==> src/rtl/pchri03_pkg.sv <==
// Shared types for the pchri03 UART transmit path.
// Provides the TX FSM state enum and the frame data width.
package pchri03_pkg;

    localparam int UART_DATA_BITS = 8;

    typedef enum logic [1:0] {
        IDLE,
        START,
        DATA,
        STOP
    } uart_state_t;

endpackage

==> src/rtl/pchri03_uart_tx_if.sv <==
// Byte handshake from the core into the UART transmitter.
// master: drives in_data/in_valid; slave: returns in_ready.
interface pchri03_uart_tx_if;
    import pchri03_pkg::*;

    logic [UART_DATA_BITS-1:0] in_data;
    logic                      in_valid;
    logic                      in_ready;

    modport master (
        output in_data,
        output in_valid,
        input  in_ready
    );

    modport slave (
        input  in_data,
        input  in_valid,
        output in_ready
    );

endinterface

==> src/rtl/pchri03_sync_fifo.sv <==
// Circular-buffer FIFO with a count register, single clock.
// Ports: push/wdata write, pop/rdata read, full, empty, count.
module pchri03_sync_fifo #(
    parameter int WIDTH = 8,
    parameter int DEPTH = 4
) (
    input  logic                       clk,
    input  logic                       rst_n,
    input  logic                       push,
    input  logic                       pop,
    input  logic [WIDTH-1:0]           wdata,
    output logic [WIDTH-1:0]           rdata,
    output logic                       full,
    output logic                       empty,
    output logic [$clog2(DEPTH+1)-1:0] count
);

    localparam int AW = $clog2(DEPTH);
    localparam int CW = $clog2(DEPTH + 1);

    logic [WIDTH-1:0] mem [DEPTH];
    logic [AW-1:0]    wr_ptr;
    logic [AW-1:0]    rd_ptr;
    logic             do_push;
    logic             do_pop;

    assign full    = (count == CW'(DEPTH));
    assign empty   = (count == '0);
    // Full blocks a push even when a pop happens in the same cycle.
    assign do_push = push && !full;
    assign do_pop  = pop && !empty;
    assign rdata   = mem[rd_ptr];

    always_ff @(posedge clk or negedge rst_n) begin
        if (!rst_n) begin
            wr_ptr <= '0;
            rd_ptr <= '0;
            count  <= '0;
        end else begin
            if (do_push) wr_ptr <= wr_ptr + AW'(1);
            if (do_pop)  rd_ptr <= rd_ptr + AW'(1);
            unique case ({do_push, do_pop})
                2'b10:   count <= count + CW'(1);
                2'b01:   count <= count - CW'(1);
                default: count <= count;
            endcase
        end
    end

    always_ff @(posedge clk) begin
        if (do_push) mem[wr_ptr] <= wdata;
    end

endmodule

==> src/rtl/pchri03_uart_tx.sv <==
// Buffered 8N1 UART transmitter for the pchri03 chip output.
// Ports: clk, rst_n, ena, bus (byte handshake), tx line, busy.
module pchri03_uart_tx
    import pchri03_pkg::*;
#(
    parameter int CLK_DIV = 16,
    parameter int DEPTH   = 4
) (
    input  logic               clk,
    input  logic               rst_n,
    input  logic               ena,
    pchri03_uart_tx_if.slave   bus,
    output logic               tx,
    output logic               busy
);

    localparam int BW = $clog2(CLK_DIV + 1);
    localparam int CW = $clog2(DEPTH + 1);
    localparam int NW = $clog2(UART_DATA_BITS);
    localparam logic [BW-1:0] BAUD_LAST = BW'(CLK_DIV - 1);
    localparam logic [NW-1:0] BIT_LAST  = NW'(UART_DATA_BITS - 1);

    uart_state_t               state_q, state_d;
    logic [BW-1:0]             baud_q, baud_d;
    logic [NW-1:0]             bit_q, bit_d;
    logic [UART_DATA_BITS-1:0] shreg_q, shreg_d;
    logic                      tx_q, tx_d;

    logic                      push;
    logic                      pop;
    logic                      full;
    logic                      empty;
    logic [CW-1:0]             fifo_count;
    logic [UART_DATA_BITS-1:0] rdata;
    logic                      baud_end;

    assign bus.in_ready = ena && !full;
    assign push         = bus.in_valid && bus.in_ready;
    assign baud_end     = (baud_q == BAUD_LAST);
    assign tx           = tx_q;
    assign busy         = (state_q != IDLE) || (fifo_count != '0);

    pchri03_sync_fifo #(
        .WIDTH (UART_DATA_BITS),
        .DEPTH (DEPTH)
    ) u_fifo (
        .clk   (clk),
        .rst_n (rst_n),
        .push  (push),
        .pop   (pop),
        .wdata (bus.in_data),
        .rdata (rdata),
        .full  (full),
        .empty (empty),
        .count (fifo_count)
    );

    // tx_d is the line level for the state being entered, so the
    // line comes straight from a flop.
    always_comb begin
        state_d = state_q;
        baud_d  = baud_q;
        bit_d   = bit_q;
        shreg_d = shreg_q;
        tx_d    = tx_q;
        pop     = 1'b0;
        if (ena) begin
            unique case (state_q)
                IDLE: begin
                    tx_d = 1'b1;
                    if (!empty) begin
                        pop     = 1'b1;
                        shreg_d = rdata;
                        baud_d  = '0;
                        state_d = START;
                        tx_d    = 1'b0;
                    end
                end
                START: begin
                    if (baud_end) begin
                        baud_d  = '0;
                        bit_d   = '0;
                        state_d = DATA;
                        tx_d    = shreg_q[0];
                    end else begin
                        baud_d = baud_q + BW'(1);
                    end
                end
                DATA: begin
                    if (baud_end) begin
                        baud_d = '0;
                        if (bit_q == BIT_LAST) begin
                            state_d = STOP;
                            tx_d    = 1'b1;
                        end else begin
                            bit_d   = bit_q + NW'(1);
                            shreg_d = shreg_q >> 1;
                            tx_d    = shreg_q[1];
                        end
                    end else begin
                        baud_d = baud_q + BW'(1);
                    end
                end
                STOP: begin
                    if (baud_end) begin
                        baud_d = '0;
                        if (!empty) begin
                            pop     = 1'b1;
                            shreg_d = rdata;
                            state_d = START;
                            tx_d    = 1'b0;
                        end else begin
                            state_d = IDLE;
                            tx_d    = 1'b1;
                        end
                    end else begin
                        baud_d = baud_q + BW'(1);
                    end
                end
                default: begin
                    state_d = IDLE;
                    tx_d    = 1'b1;
                end
            endcase
        end
    end

    always_ff @(posedge clk or negedge rst_n) begin
        if (!rst_n) begin
            state_q <= IDLE;
            baud_q  <= '0;
            bit_q   <= '0;
            shreg_q <= '0;
            tx_q    <= 1'b1;
        end else begin
            state_q <= state_d;
            baud_q  <= baud_d;
            bit_q   <= bit_d;
            shreg_q <= shreg_d;
            tx_q    <= tx_d;
        end
    end

endmodule

==> src/flat_wrapper.sv <==
// flat-port wrapper written by rule: the top's interface ports become plain ports
module pchri03_uart_tx_flat import pchri03_pkg::*;
#(
    parameter int CLK_DIV = 16,
    parameter int DEPTH   = 4
)
  (clk, rst_n, ena, tx, busy, bus_in_data, bus_in_valid, bus_in_ready);
  pchri03_uart_tx_if bus_i ();
  input  logic clk;
  input  logic rst_n;
  input  logic ena;
  output logic tx;
  output logic busy;
  input wire logic [$bits(bus_i.in_data)-1:0] bus_in_data;
  input wire logic [$bits(bus_i.in_valid)-1:0] bus_in_valid;
  output wire logic [$bits(bus_i.in_ready)-1:0] bus_in_ready;
  assign bus_i.in_data = bus_in_data;
  assign bus_i.in_valid = bus_in_valid;
  assign bus_in_ready = bus_i.in_ready;
  pchri03_uart_tx #(.CLK_DIV(CLK_DIV), .DEPTH(DEPTH)) u_core (.clk(clk), .rst_n(rst_n), .ena(ena), .bus(bus_i), .tx(tx), .busy(busy));
endmodule
==> config.mk <==
export PLATFORM = sky130hd
export DESIGN_NAME = pchri03_uart_tx_flat
export DESIGN_NICKNAME = d
export VERILOG_FILES = /design/src/rtl/pchri03_pkg.sv /design/src/rtl/pchri03_uart_tx_if.sv /design/src/rtl/pchri03_sync_fifo.sv /design/src/rtl/pchri03_uart_tx.sv /design/src/flat_wrapper.sv
export SDC_FILE = /design/constraint.sdc
export NUM_CORES = 1
export LEC_CHECK = 0
export BUFFER_PORTS_ARGS = -buffer_cell sky130_fd_sc_hd__buf_4
export CORE_MARGIN = 1.5
export CORE_UTILIZATION = 39
export DETAILED_ROUTE_END_ITERATION = 10
export SLEW_MARGIN = 10
export SYNTH_ARGS = -nofsm -noshare
export SYNTH_HDL_FRONTEND = slang
export SYNTH_SLANG_ARGS = --single-unit
==> constraint.sdc <==
create_clock -name clk -period 4.2 [get_ports clk]
set_clock_uncertainty 0.15 [all_clocks]
set_input_delay 0.63 -clock clk [delete_from_list [all_inputs] [get_ports clk]]
set_output_delay 0.63 -clock clk [all_outputs]
set_load 0.1 [all_outputs]
==> impl_metrics.toml <==
[run_status]
status = "completed"

[clocking]
clkSinkCount = 58
h-tree-depth = 3
clkLatencyLatePin_ps = 330
hold_buffers = 0
clock_path_buffers = 2
clk_pin_slew_ps = 70
root_buffer = "clkbuf_8"
cts_setup_buffers = 0
post_cts_resized = 0
cts_buffers = 9
cts_tree = "yes"

[synth]
synth_ff_type = "edfxtp_1"
yosysWarnings = 0
syn_area_mm2 = 0.00269
ys_seq_area_share_pct = 60.0
synth_cells = 190
synth_edf_count = 32
synthArstFlopShare_pct = 44.8
ys_ff_latch = 58
synth.distinct_cells = 45
synth.avg_cell_area_um2 = 14.1
synth_fp_nets = 217

[sta]
max_freq_mhz = 371
drv_slew = 0
tightest_slew_ps = 840
fin_crit_sh_pct = 64.2
final.min_clock_period_ps = 2700
hold_viol = 0
worst_slack_ps = 1500
setup_viol = 0
fin_setup_tns_ps = 0
maxSlewHeadroom_pct = 44.0
rsz0062_at_grt = "no"

[placed_design]
placed_cell_area_mm2 = 0.00286
placement.io_buffers = 14
place_ws_ps = 1530
gp_congestion = 0.784
dpl.hpwl_um = 2940

[die]
fp.dieH_um = 86.0
die-area_mm2 = 0.00740
die_w_um = 86.0
start_util_pct = 40.0
io_pins = 15
fp-row-count = 30
core_area_mm2 = 0.00672

[worst_setup_path]
start_kind = "flop"
slowest_delay_ps = 530
path_class = "reg2out"
worstPathArrival_ps = 1920
critPathMaxFanout = 5
required_ps = 3420
slowest_stage = "or4b_4"
crit_chain = "inv_1 -> ha_1 -> or4b_4 -> buf_4"
endpoint_kind = "primary output"

[global_routing]
grt_usage_pct = 14.3
gr-total-overflow = 0
grt_max_degree = 27
grt_pass1_wl_um = 7730
grt_pass1_vias = 1546
antenna_found_initial = 0

[hold_path]
holdCritPathClass = "in2async"

[run]
max_cap_viol_count = 0

[detailed_routing]
finalWirelength_um = 4590
dr.first_iter.drc_count = 83
antenna_left = 0
vias = 1492
route.detailed.drc = 0
vias_per_cell = 5.09
avgRoutedWirePerCell_um = 15.6
dr.pass1.iters = 4

[cells_and_area]
drive_above_1_share_pct = 22.5
design_area_mm2 = 0.00305
antennaDiodeCount = 0
syn2layout_area_growth_pct = 13.5
nets = 235

[power_and_ir_drop]
power_density_mw_per_mm2 = 683
p_leak_nw = 1.24
ir_drop_mv = 0.271
==> flip-flops by register name, summed over array words and instances, names as in the netlist <==
signal / flops
u_core.baud_q: 5
u_core.bit_q: 3
u_core.shreg_q: 8
u_core.state_q: 2
u_core.tx: 1
u_core.u_fifo.count: 3
u_core.u_fifo.mem: 32
u_core.u_fifo.rd_ptr: 2
u_core.u_fifo.wr_ptr: 2
==> placed cells by master (no fill, tap or decap), types with 4 or more instances in the layout <==
| master | Yosys | routed |
|---|---|---|
| dfrtp_1 | 25 | 25 |
| buf_4 | 0 | 14 |
| nand2_1 | 11 | 11 |
| mux2i_1 | 8 | 8 |
| inv_1 | 13 | 13 |
| ha_1 | 14 | 14 |
| and3_1 | 5 | 5 |
| edfxtp_1 | 32 | 32 |
| clkinvlp_4 | 0 | 4 |
| mux4_2 | 8 | 8 |
| clkbuf_8 | 0 | 9 |
| o21ai_0 | 16 | 16 |
| nor2_1 | 7 | 7 |
| nand3_1 | 4 | 4 |
==> power breakdown <==
| group | switching, mW | internal [mW] | total (mW) |
|---|---|---|---|
| Combinational | 0.379 | 0.316 | 0.695 |
| Clock | 0.231 | 0.271 | 0.502 |
| Sequential | 0.134 | 0.750 | 0.884 |
==> synth_stat cells, types with 2 or more instances <==
cell / instances / area, um^2
ha_1: 14 / 175
nand3_1: 4 / 20.0
o21ai_0: 16 / 80.1
edfxtp_1: 32 / 961
and3_1: 5 / 31.3
buf_2: 2 / 10.0
xor2_1: 3 / 26.3
nor3_1: 2 / 10.0
inv_1: 13 / 48.8
mux2i_1: 8 / 80.1
nand2b_1: 3 / 18.8
a21o_1: 3 / 22.5
dfrtp_1: 25 / 626
clkbuf_1: 3 / 11.3
nand2_1: 11 / 41.3
mux4_2: 8 / 180
a31oi_1: 2 / 12.5
nor2_1: 7 / 26.3
xnor2_1: 3 / 26.3
==> worst max-delay path, delay by kind of cell (launching register included) <==
kind | cells | cell delay (ps)
AND/OR/NAND/NOR | 1 | 530
buffers and inverters | 2 | 420
flip-flops | 1 | 420
adder cells (fa/ha/maj) | 1 | 210
==> per-stage QoR <==
step / utilization, % / total power, mW / cells / hold slack (ps)
6_report: 45.4 / 2.08 / 293 / 46.1
5_1_grt: 45.4 / 2.24 / 293 / 62.0
4_1_cts: 45.4 / 2.11 / 293 / 51.6
3_5_place_dp: 42.5 / 1.60 / 277 / 325
3_3_place_gp: 42.5 / 1.59 / 277 / 316
2_1_floorplan: - / 1.44 / 190 / 184
==> logic make-up after synthesis <==
logic type | Yosys count | synth area share (%)
and+or+nand+nor | 41 | 8.89
adders and majority gates | 15 | 7.26
AOI/OAI and AO/OA | 32 | 8.01
xor gates and xnor gates | 6 | 1.96
buffers and inverters | 20 | 3.21
muxes | 18 | 10.7
DFF | 58 | 60.0
==> per-layer routing <==
metal	vias up	GRT usage (%)	routed length (um)
li1	736	-	-
met1	722	18.3	2220
met2	24	22.0	2130
met3	10	3.18	112
met4	0	8.65	123
met5	-	0	0
==> final timing paths <==
kind | startpoint | to | slack (ps) | depth (start not counted)
worst max-delay path | u_core.state_q[0] | busy | 1500 | 4
worst min-delay path | rst_n | u_core.u_fifo.count[0] | 50 | 1
worst max register to register | u_core.baud_q[0] | u_core.u_fifo.count[2] | 1540 | 10
worst min register to register | u_core.shreg_q[4] | u_core.shreg_q[4] | 340 | 2
max in group asynchronous | rst_n | u_core.tx | 3540 | 1
min in group clk | u_core.shreg_q[4] | u_core.shreg_q[4] | 340 | 2
==> cell type report <==
type	count	area, um^2
Tap cell	80	100
Inverter	13	48.8
Clock buffer	9	124
Multi-Input combinational cell	112	988
Clock inverter	7	70.1
Fill cell	601	3670
Timing Repair Buffer	14	105
Sequential cell	58	1610
(Power assumes the default switching activity.)
